<file path="config.mk">
export PLATFORM = sky130hd
export DESIGN_NAME = alu_share_arbiter
export DESIGN_NICKNAME = d
export VERILOG_FILES = /design/src/rtl/alu_arb_pkg.sv /design/src/rtl/alu_rr_pick.sv /design/src/rtl/alu_share_arbiter.sv
export SDC_FILE = /design/constraint.sdc
export NUM_CORES = 1
export LEC_CHECK = 0
export ABC_CLOCK_PERIOD_IN_PS = 5800
export BUFFER_PORTS_ARGS = -buffer_cell sky130_fd_sc_hd__buf_4
export CAP_MARGIN = 20
export CORE_MARGIN = 2
export CORE_UTILIZATION = 45
export CTS_CLUSTER_SIZE = 10
export DETAILED_ROUTE_END_ITERATION = 7
export PLACE_DENSITY = 0.84
export SLEW_MARGIN = 40
export SYNTH_ARGS = -nofsm -noshare
export SYNTH_HDL_FRONTEND = slang
export SYNTH_SLANG_ARGS = --single-unit
</file>
<file path="constraint.sdc">
create_clock -name clk -period 5.8 [get_ports clk]
set_input_delay 1.16 -clock clk [delete_from_list [all_inputs] [get_ports clk]]
set_output_delay 1.16 -clock clk [all_outputs]
set_load 0.05 [all_outputs]
</file>
<file path="src/rtl/alu_arb_pkg.sv">
// Shared types and constants for the two-port ALU share arbiter.
// ALU control encodings match the shared ALU's control_signal field.
package alu_arb_pkg;

    typedef enum logic [1:0] {
        IDLE = 2'd0,
        BUSY = 2'd1,
        DONE = 2'd2
    } arb_state_e;

    // Wide enough for ALU_LATENCY-1 over the legal latency range 1..15.
    localparam int LAT_CNT_W = 4;

    localparam logic [6:0] ALU_ADD  = 7'b1000000;
    localparam logic [6:0] ALU_AND  = 7'b0000001;
    localparam logic [6:0] ALU_XOR  = 7'b0000010;
    localparam logic [6:0] ALU_COMP = 7'b1001000;
    localparam logic [6:0] ALU_SLL  = 7'b0010011;
    localparam logic [6:0] ALU_SRL  = 7'b0000011;
    localparam logic [6:0] ALU_SRA  = 7'b0100011;

endpackage

</file>
<file path="src/rtl/alu_rr_pick.sv">
// Two-way grant picker for the ALU share arbiter.
// ALU_ARB_FIXED_PRIO_EN: port 0 always wins on contention; otherwise round-robin on last_grant.
module alu_rr_pick (
    input  logic valid0,
    input  logic valid1,
    input  logic last_grant,
    output logic gnt0,
    output logic gnt1
);

`ifdef ALU_ARB_FIXED_PRIO_EN
    logic unused_last_grant;
    assign unused_last_grant = last_grant;
    assign gnt0 = valid0;
    assign gnt1 = valid1 & ~valid0;
`else
    // On contention the port that did not win last time goes first.
    always_comb begin
        gnt0 = 1'b0;
        gnt1 = 1'b0;
        if (valid0 && valid1) begin
            gnt0 = last_grant;
            gnt1 = ~last_grant;
        end else begin
            gnt0 = valid0;
            gnt1 = valid1;
        end
    end
`endif

endmodule

</file>
<file path="src/rtl/alu_share_arbiter.sv">
// Shares one external ALU between two requesters: arbitrate, hold operands, wait latency, return result.
// Define ALU_ARB_FIXED_PRIO_EN for fixed port-0 priority (no last_grant register).
module alu_share_arbiter
    import alu_arb_pkg::*;
#(
    parameter int WIDTH       = 32,
    parameter int CTRL_W      = 7,
    parameter int ALU_LATENCY = 1
) (
    input  logic              clk,
    input  logic              rst,

    input  logic              req0_valid,
    output logic              req0_ready,
    input  logic [WIDTH-1:0]  req0_a,
    input  logic [WIDTH-1:0]  req0_b,
    input  logic [CTRL_W-1:0] req0_ctrl,

    input  logic              req1_valid,
    output logic              req1_ready,
    input  logic [WIDTH-1:0]  req1_a,
    input  logic [WIDTH-1:0]  req1_b,
    input  logic [CTRL_W-1:0] req1_ctrl,

    output logic              resp0_valid,
    output logic              resp1_valid,
    input  logic              resp_ready,
    output logic [WIDTH-1:0]  resp_result,
    output logic              resp_carry,
    output logic              resp_zero,

    output logic [WIDTH-1:0]  alu_a,
    output logic [WIDTH-1:0]  alu_b,
    output logic [CTRL_W-1:0] alu_control_signal,
    input  logic [WIDTH-1:0]  alu_result,
    input  logic              alu_carry_out,
    input  logic              alu_zero
);

    localparam logic [LAT_CNT_W-1:0] LAT_INIT = LAT_CNT_W'(ALU_LATENCY - 1);

    arb_state_e           state_q, state_d;
    logic                 owner_q, owner_d;
    logic [LAT_CNT_W-1:0] lat_cnt_q, lat_cnt_d;
    logic [WIDTH-1:0]     a_q, a_d;
    logic [WIDTH-1:0]     b_q, b_d;
    logic [CTRL_W-1:0]    ctrl_q, ctrl_d;
    logic [WIDTH-1:0]     result_q, result_d;
    logic                 carry_q, carry_d;
    logic                 zero_q, zero_d;
    logic                 resp0_valid_q, resp0_valid_d;
    logic                 resp1_valid_q, resp1_valid_d;

    logic gnt0, gnt1;
    logic last_grant;
    logic in_idle;
    logic accept;

`ifndef ALU_ARB_FIXED_PRIO_EN
    logic last_grant_q, last_grant_d;
    assign last_grant = last_grant_q;
`else
    assign last_grant = 1'b1;
`endif

    alu_rr_pick u_pick (
        .valid0     (req0_valid),
        .valid1     (req1_valid),
        .last_grant (last_grant),
        .gnt0       (gnt0),
        .gnt1       (gnt1)
    );

    assign in_idle = (state_q == IDLE);
    assign accept  = in_idle & (req0_valid | req1_valid);

    // Ready is masked by rst so every output reads 0 while reset is held.
    assign req0_ready = in_idle & gnt0 & ~rst;
    assign req1_ready = in_idle & gnt1 & ~rst;

    always_comb begin
        state_d       = state_q;
        owner_d       = owner_q;
        lat_cnt_d     = lat_cnt_q;
        a_d           = a_q;
        b_d           = b_q;
        ctrl_d        = ctrl_q;
        result_d      = result_q;
        carry_d       = carry_q;
        zero_d        = zero_q;
        resp0_valid_d = resp0_valid_q;
        resp1_valid_d = resp1_valid_q;
`ifndef ALU_ARB_FIXED_PRIO_EN
        last_grant_d  = last_grant_q;
`endif

        case (state_q)
            IDLE: begin
                if (accept) begin
                    owner_d   = gnt1;
                    a_d       = gnt1 ? req1_a    : req0_a;
                    b_d       = gnt1 ? req1_b    : req0_b;
                    ctrl_d    = gnt1 ? req1_ctrl : req0_ctrl;
                    lat_cnt_d = LAT_INIT;
                    state_d   = BUSY;
`ifndef ALU_ARB_FIXED_PRIO_EN
                    last_grant_d = gnt1;
`endif
                end
            end
            BUSY: begin
                if (lat_cnt_q == '0) begin
                    result_d      = alu_result;
                    carry_d       = alu_carry_out;
                    zero_d        = alu_zero;
                    resp0_valid_d = ~owner_q;
                    resp1_valid_d = owner_q;
                    state_d       = DONE;
                end else begin
                    lat_cnt_d = lat_cnt_q - LAT_CNT_W'(1);
                end
            end
            DONE: begin
                // Response and ALU operands stay frozen until the consumer takes it.
                if (resp_ready) begin
                    resp0_valid_d = 1'b0;
                    resp1_valid_d = 1'b0;
                    state_d       = IDLE;
                end
            end
            default: begin
                state_d = IDLE;
            end
        endcase
    end

    always_ff @(posedge clk or posedge rst) begin
        if (rst) begin
            state_q       <= IDLE;
            owner_q       <= 1'b0;
            lat_cnt_q     <= '0;
            a_q           <= '0;
            b_q           <= '0;
            ctrl_q        <= '0;
            result_q      <= '0;
            carry_q       <= 1'b0;
            zero_q        <= 1'b0;
            resp0_valid_q <= 1'b0;
            resp1_valid_q <= 1'b0;
`ifndef ALU_ARB_FIXED_PRIO_EN
            last_grant_q  <= 1'b1;
`endif
        end else begin
            state_q       <= state_d;
            owner_q       <= owner_d;
            lat_cnt_q     <= lat_cnt_d;
            a_q           <= a_d;
            b_q           <= b_d;
            ctrl_q        <= ctrl_d;
            result_q      <= result_d;
            carry_q       <= carry_d;
            zero_q        <= zero_d;
            resp0_valid_q <= resp0_valid_d;
            resp1_valid_q <= resp1_valid_d;
`ifndef ALU_ARB_FIXED_PRIO_EN
            last_grant_q  <= last_grant_d;
`endif
        end
    end

    assign alu_a              = a_q;
    assign alu_b              = b_q;
    assign alu_control_signal = ctrl_q;
    assign resp_result        = result_q;
    assign resp_carry         = carry_q;
    assign resp_zero          = zero_q;
    assign resp0_valid        = resp0_valid_q;
    assign resp1_valid        = resp1_valid_q;

endmodule

</file>
* Word level (Yosys, flattened, before mapping)
Cells that the tools add are included.
Storage, ports and cells: register bits after elaboration 115, input bits 181, output and inout bits 109, logic and storage cells 55
Cells by class: $add $sub $neg 1, eq/ne operators 6, multiplexer cells 17, bitwise operators 9, reduce and logical (&&, ||, !) cells 10
Operators with widths (count):
- two-way mux 32 bit | 2
- AND reduction 3 bit | 3
- two-way mux 4 bit | 2
- one-hot mux 4 bit (2 select lines) | 1
- two-way mux 7 bit | 1
- two-way mux 2 bit | 3
- != test 2 bit (second input constant) | 3
- one-hot mux 2 bit (3 select lines) | 1
- AND 1 bit | 5
- two-way mux 1 bit | 5
- logical NOT 4 bit | 1
- one-hot mux 1 bit (2 select lines) | 2
- AND reduction 2 bit | 2
- nonzero test 2 bit | 2
- subtractor 4 x 1 -> 4 bit (second input constant) | 1
- NOT 1 bit | 3
- == test 2 x 1 -> 1 bit (second input constant) | 1
- == test 2 bit (second input constant) | 1
- logical NOT 2 bit | 1
- != test 2 x 1 -> 1 bit (second input constant) | 1
- logical AND 1 bit | 1
- bitwise OR 1 bit | 1

* Longest topological paths before layout
depth in word-level cells 4, gate-level depth with buffers 6, mapped depth without buffers 5

* Cells and area by module
A second synthesis with hierarchy kept.
Unflattened totals: cells, all modules 356, area, all modules 5398.9 um2
Modules (own cells, without submodules):
- alu_share_arbiter | times used 1, cells an instance 353, area an instance 5380.2 um2, sequential area each 2879.0 um2
- alu_rr_pick | times used 1, cells an instance 3, area an instance 18.8 um2, sequential area each 0.0 um2

* Worst setup path after synthesis
OpenSTA, ideal clock, no wires.
kind input to output, start input rst, end output req0_ready, data arrival time 4.349 ns, required time 4.640 ns, setup slack 0.291 ns, stages 2, buffers on the path 0, cells stage by stage inv_1 > o2111a_1
Between the ends: word-level cells in the longest chain between the ends 2
RTL lines:
- start: declaration | line alu_share_arbiter.sv:11 | input logic rst,
- NOT 1 bit | line alu_share_arbiter.sv:78 | assign req0_ready = in_idle & gnt0 & ~rst;
- AND 1 bit | line alu_share_arbiter.sv:78
- end: declaration | line alu_share_arbiter.sv:14 | output logic req0_ready,
Every way passes these cells.

* Worst setup path after layout
start input req0_valid, end output req1_ready
Between the ends: word-level cells in the longest chain between the ends 4
RTL lines:
- start: declaration | line alu_share_arbiter.sv:13 | input logic req0_valid,
- logical AND 1 bit | line alu_rr_pick.sv:21 | if (valid0 && valid1) begin
- two-way mux 1 bit | line alu_rr_pick.sv:21
- AND 1 bit (2 in series) | line alu_share_arbiter.sv:79 | assign req1_ready = in_idle & gnt1 & ~rst;
- end: declaration | line alu_share_arbiter.sv:20 | output logic req1_ready,
Every way passes these cells.

==> impl.org <==
** Drt
- Number of nets still failing antenna checks after routing :: 0
- Summed over all layers, the routed wires come to 16800 µm.
- Wire length on met3 :: 1300 µm
- In the routed design, unresolved DRC markers number 0.
- The highest metal layer carrying signal wires in the routed design is met4.
- Met2 wire length :: 8560 µm
- Before antenna repair, the detailed router went through 5 iterations.
- Vias per Instance :: 5.46
- DRT met1 WL :: 6520 µm
- Dividing the detail-routed wire length by the instance count gives 17.7 µm.
- The routed layout has 5170 vias.
- For this block, the initial DRC count from the detailed router was 403.

** GRT
- Number of global-route vias before repair :: 5192
- In the global route stage, overall resource usage came out at 26.4%.
- The first global-routing pass estimated 26400 µm of wire.
- The total overflow left after global routing is 0.
- The number of antenna violations at the first check in global routing came to 0.
- Entering global routing, the biggest net connects 74 pins.

** Pwr
- Power density over the cells :: 711 nW/µm²
- Leakage power :: 3.96 nW
- IR analysis of the VDD net gives a maximum drop of 0.000704 V.
- Total power draw :: 0.00567 W

** Yosys
- By area the synthesized netlist is led by dfrtp_1 (54%), nand2_1 (10%), a31oi_1 (8.8%).
- Post-synth EDFFs :: 0
- Among all flip-flop cells after synthesis, the most frequent one is dfrtp_1.
- Averaged over all synthesized cells, the footprint is 10.0 µm².
- After synthesis, the largest area contributor takes up 54.5% of total cell area.
- Post-synthesis register bit count :: 115
- Async set or reset register ratio after synthesis :: 100%
- Count of warnings emitted by yosys :: 0
- Summed over all instances, the cell type with the most area after synthesis is dfrtp_1.
- The mapped netlist covers 5240 µm².
- In this run, distinct cell masters in the synthesized netlist total 32.
- Post-Synthesis Cells :: 523
- Syn nets :: 706
- For this run, the register share of the synthesized area comes to 55.0%.

** Clock tree
- Clock Latency Late Sink :: 400 ps
- Counting the buffers created by CTS gives 17.
- Number of gates resized after cts :: 0
- The longest clock path from root to sink contains 2 buffers.
- Clock tree synthesis found a total of 115 sinks.
- Buffers inserted to repair hold after CTS numbered 0.
- Once the clock tree was built, the setup fixing pass inserted 0 buffers.
- Clock tree from TritonCTS :: yes
- Library cell used as clock root buffer :: clkbuf_16
- Clock-pin slew of the registers on the worst-case setup and hold paths :: 50 ps
- CTS HTree Levels :: 4

** Final layout
- Utilization after layout :: 70.2%
- Total number of nets in the final design :: 975
- The post-route netlist has 45.8% of its cells at a drive strength greater than 1.
- The library cells used most frequently in the layout, excluding fill and tap cells, are buf_4 (294), nand2_1 (143), dfrtp_1 (114), a31oi_1 (74), a21oi_1 (72).
- Filler cell count :: 808
- Relative to the synthesized area, the layout overhead comes to 52.3%.
- Leaving out fill and tap cells, the most frequent cell in the layout is buf_4.
- Excluding fillers, the count of instances in the completed layout stands at 947.
- 0 antenna diodes ended up in the layout.

** STA
- For the pin with the worst max-slew slack, the measured transition is 772 ps.
- On the final layout, the worst clock skew is 10.9 ps.
- The tightest hold path in the finished design has a slack of 478 ps.
- Sum Neg Setup Slack :: 0 ps
- Highest Clock Rate :: 269 MHz
- Of the available clock period, the critical path in the final layout requires 64.1%.
- Min Tclk post-route :: 3720 ps
- Max Transition Viols Final :: 0
- Final hold violation count :: 0
- Setup repair after global routing missed its margin :: no
- Setup violations remaining at the end of the flow were counted as 0.
- Worst relative slew slack :: 48.6%

** Worst setup path
- Launch instance of the worst register-to-register path :: state_q[0]
- The worst register-to-register path has a depth of 3.
- Maximum fanout encountered on the critical timing path :: 73
- For the worst setup path, the data arrival time is 2560 ps.
- Data on the critical path is required at its endpoint by 4640 ps.
- CP Launch Type :: input pin
- Worst R2R Setup Slack :: 3560 ps
- Worst Path Class, Setup :: in2out
- The worst setup path is captured at an output port.
- In this run the critical register-to-register path is captured at alu_a[19].

** Hold path
- Worst-case hold path end point :: resp0_valid
- Worst min-delay path startpoint :: owner_q
- Hold/Removal Path Class :: reg2reg
- Number of cells on the worst hold path :: 1

** Floorplanning
- Die ar. :: 12500 µm²
- Core Rows :: 39
- Measured along the y axis, the die boundary spans 112 µm.
- CORE AREA :: 11400 µm²
- 290 I/O pins were placed.
- The die is 112 µm wide.
- Initial core utilization :: 46.1%

** Place
- # port buffers :: 289
- Once detailed placement completed, the half-perimeter wirelength came to 11600 µm.
- At the end of routability-driven placement, the weighted congestion stood at 0.821.
- Post-placement cell count :: 915

** Outcome
- The flow ran to the end, and the final reports show no timing, DRC or antenna violations.

** Flow run
- The tool flagged a number of max-cap violations equal to 0.
[cell families after synthesis]
group	share of synthesized area, %
AO/OA/AOI/OAI	17.7
AND/OR/NAND/NOR	12.8
buffers and inverters	4.44
flip-flops	55.0
multiplexers	9.60
adder cells (fa/ha/maj)	0.478
[sequential cells by signal (all words and copies together), names as in the netlist, 2 cells and up]
register            flops
state_q                 2
alu_control_signal      7
lat_cnt_q               4
alu_a                  32
resp_result            32
alu_b                  32
[metal layers]
| metal | up-vias | track usage (%) |
|---|---|---|
| li1 | 2372 | - |
| met4 | 0 | 10.4 |
| met5 | - | 0 |
| met1 | 2497 | 32.3 |
| met3 | 35 | 6.10 |
| met2 | 266 | 45.6 |
[synth_stat cells, types with 3 or more instances]
library cell	instances
a21boi_0	3
a21oi_1	72
a31oi_1	74
buf_2	12
buf_6	4
clkbuf_1	29
dfrtp_1	114
inv_1	5
mux2_2	6
mux2_4	29
nand2_1	143
nor3_1	4
o21ai_0	3
[worst max-delay path: stages]
cell and delay [ps]:
buf_4 140, a21boi_4 130, buf_4 570, and3_1 270, buf_4 200
[power breakdown]
| part | internal [W] | switching, W | leakage (nW) |
|---|---|---|---|
| clock network | 0.000581 | 0.000351 | 0.263 |
| registers | 0.00122 | 0.000294 | 1.31 |
| logic | 0.00109 | 0.00214 | 2.38 |
| total | 0.00289 | 0.00278 | 3.96 |
[stage by stage]
step                      area [µm²]  setup slack (ps)
after global placement          7430              2140
after floorplan                 5240               291
after global routing            7980              2050
after detailed placement        7430              2120
final                           7980              2080
after CTS                       7960              2120
[final cells by class]
| class | instances | area [µm²] | area share (%) |
|---|---|---|---|
| Clock inverter | 11 | 90.1 | 1.13 |
| Tap cell | 143 | 179 | 2.24 |
| Multi-Input combinational cell | 358 | 2150 | 26.9 |
| Inverter | 5 | 21.3 | 0.267 |
| Timing Repair Buffer | 295 | 2220 | 27.9 |
| Sequential cell | 115 | 2880 | 36.1 |
| Clock buffer | 20 | 437 | 5.47 |
[worst max path at each step]
stage                from  cells past startpoint         end
6_report       req0_valid                      5  req1_ready
3_3_place_gp   req0_valid                      5  req1_ready
4_1_cts        req0_valid                      5  req1_ready
3_5_place_dp   req0_valid                      5  req1_ready
5_1_grt        req0_valid                      5  req1_ready
2_1_floorplan         rst                      2  req0_ready
No activity file was read; power rests on OpenSTA's default activity.
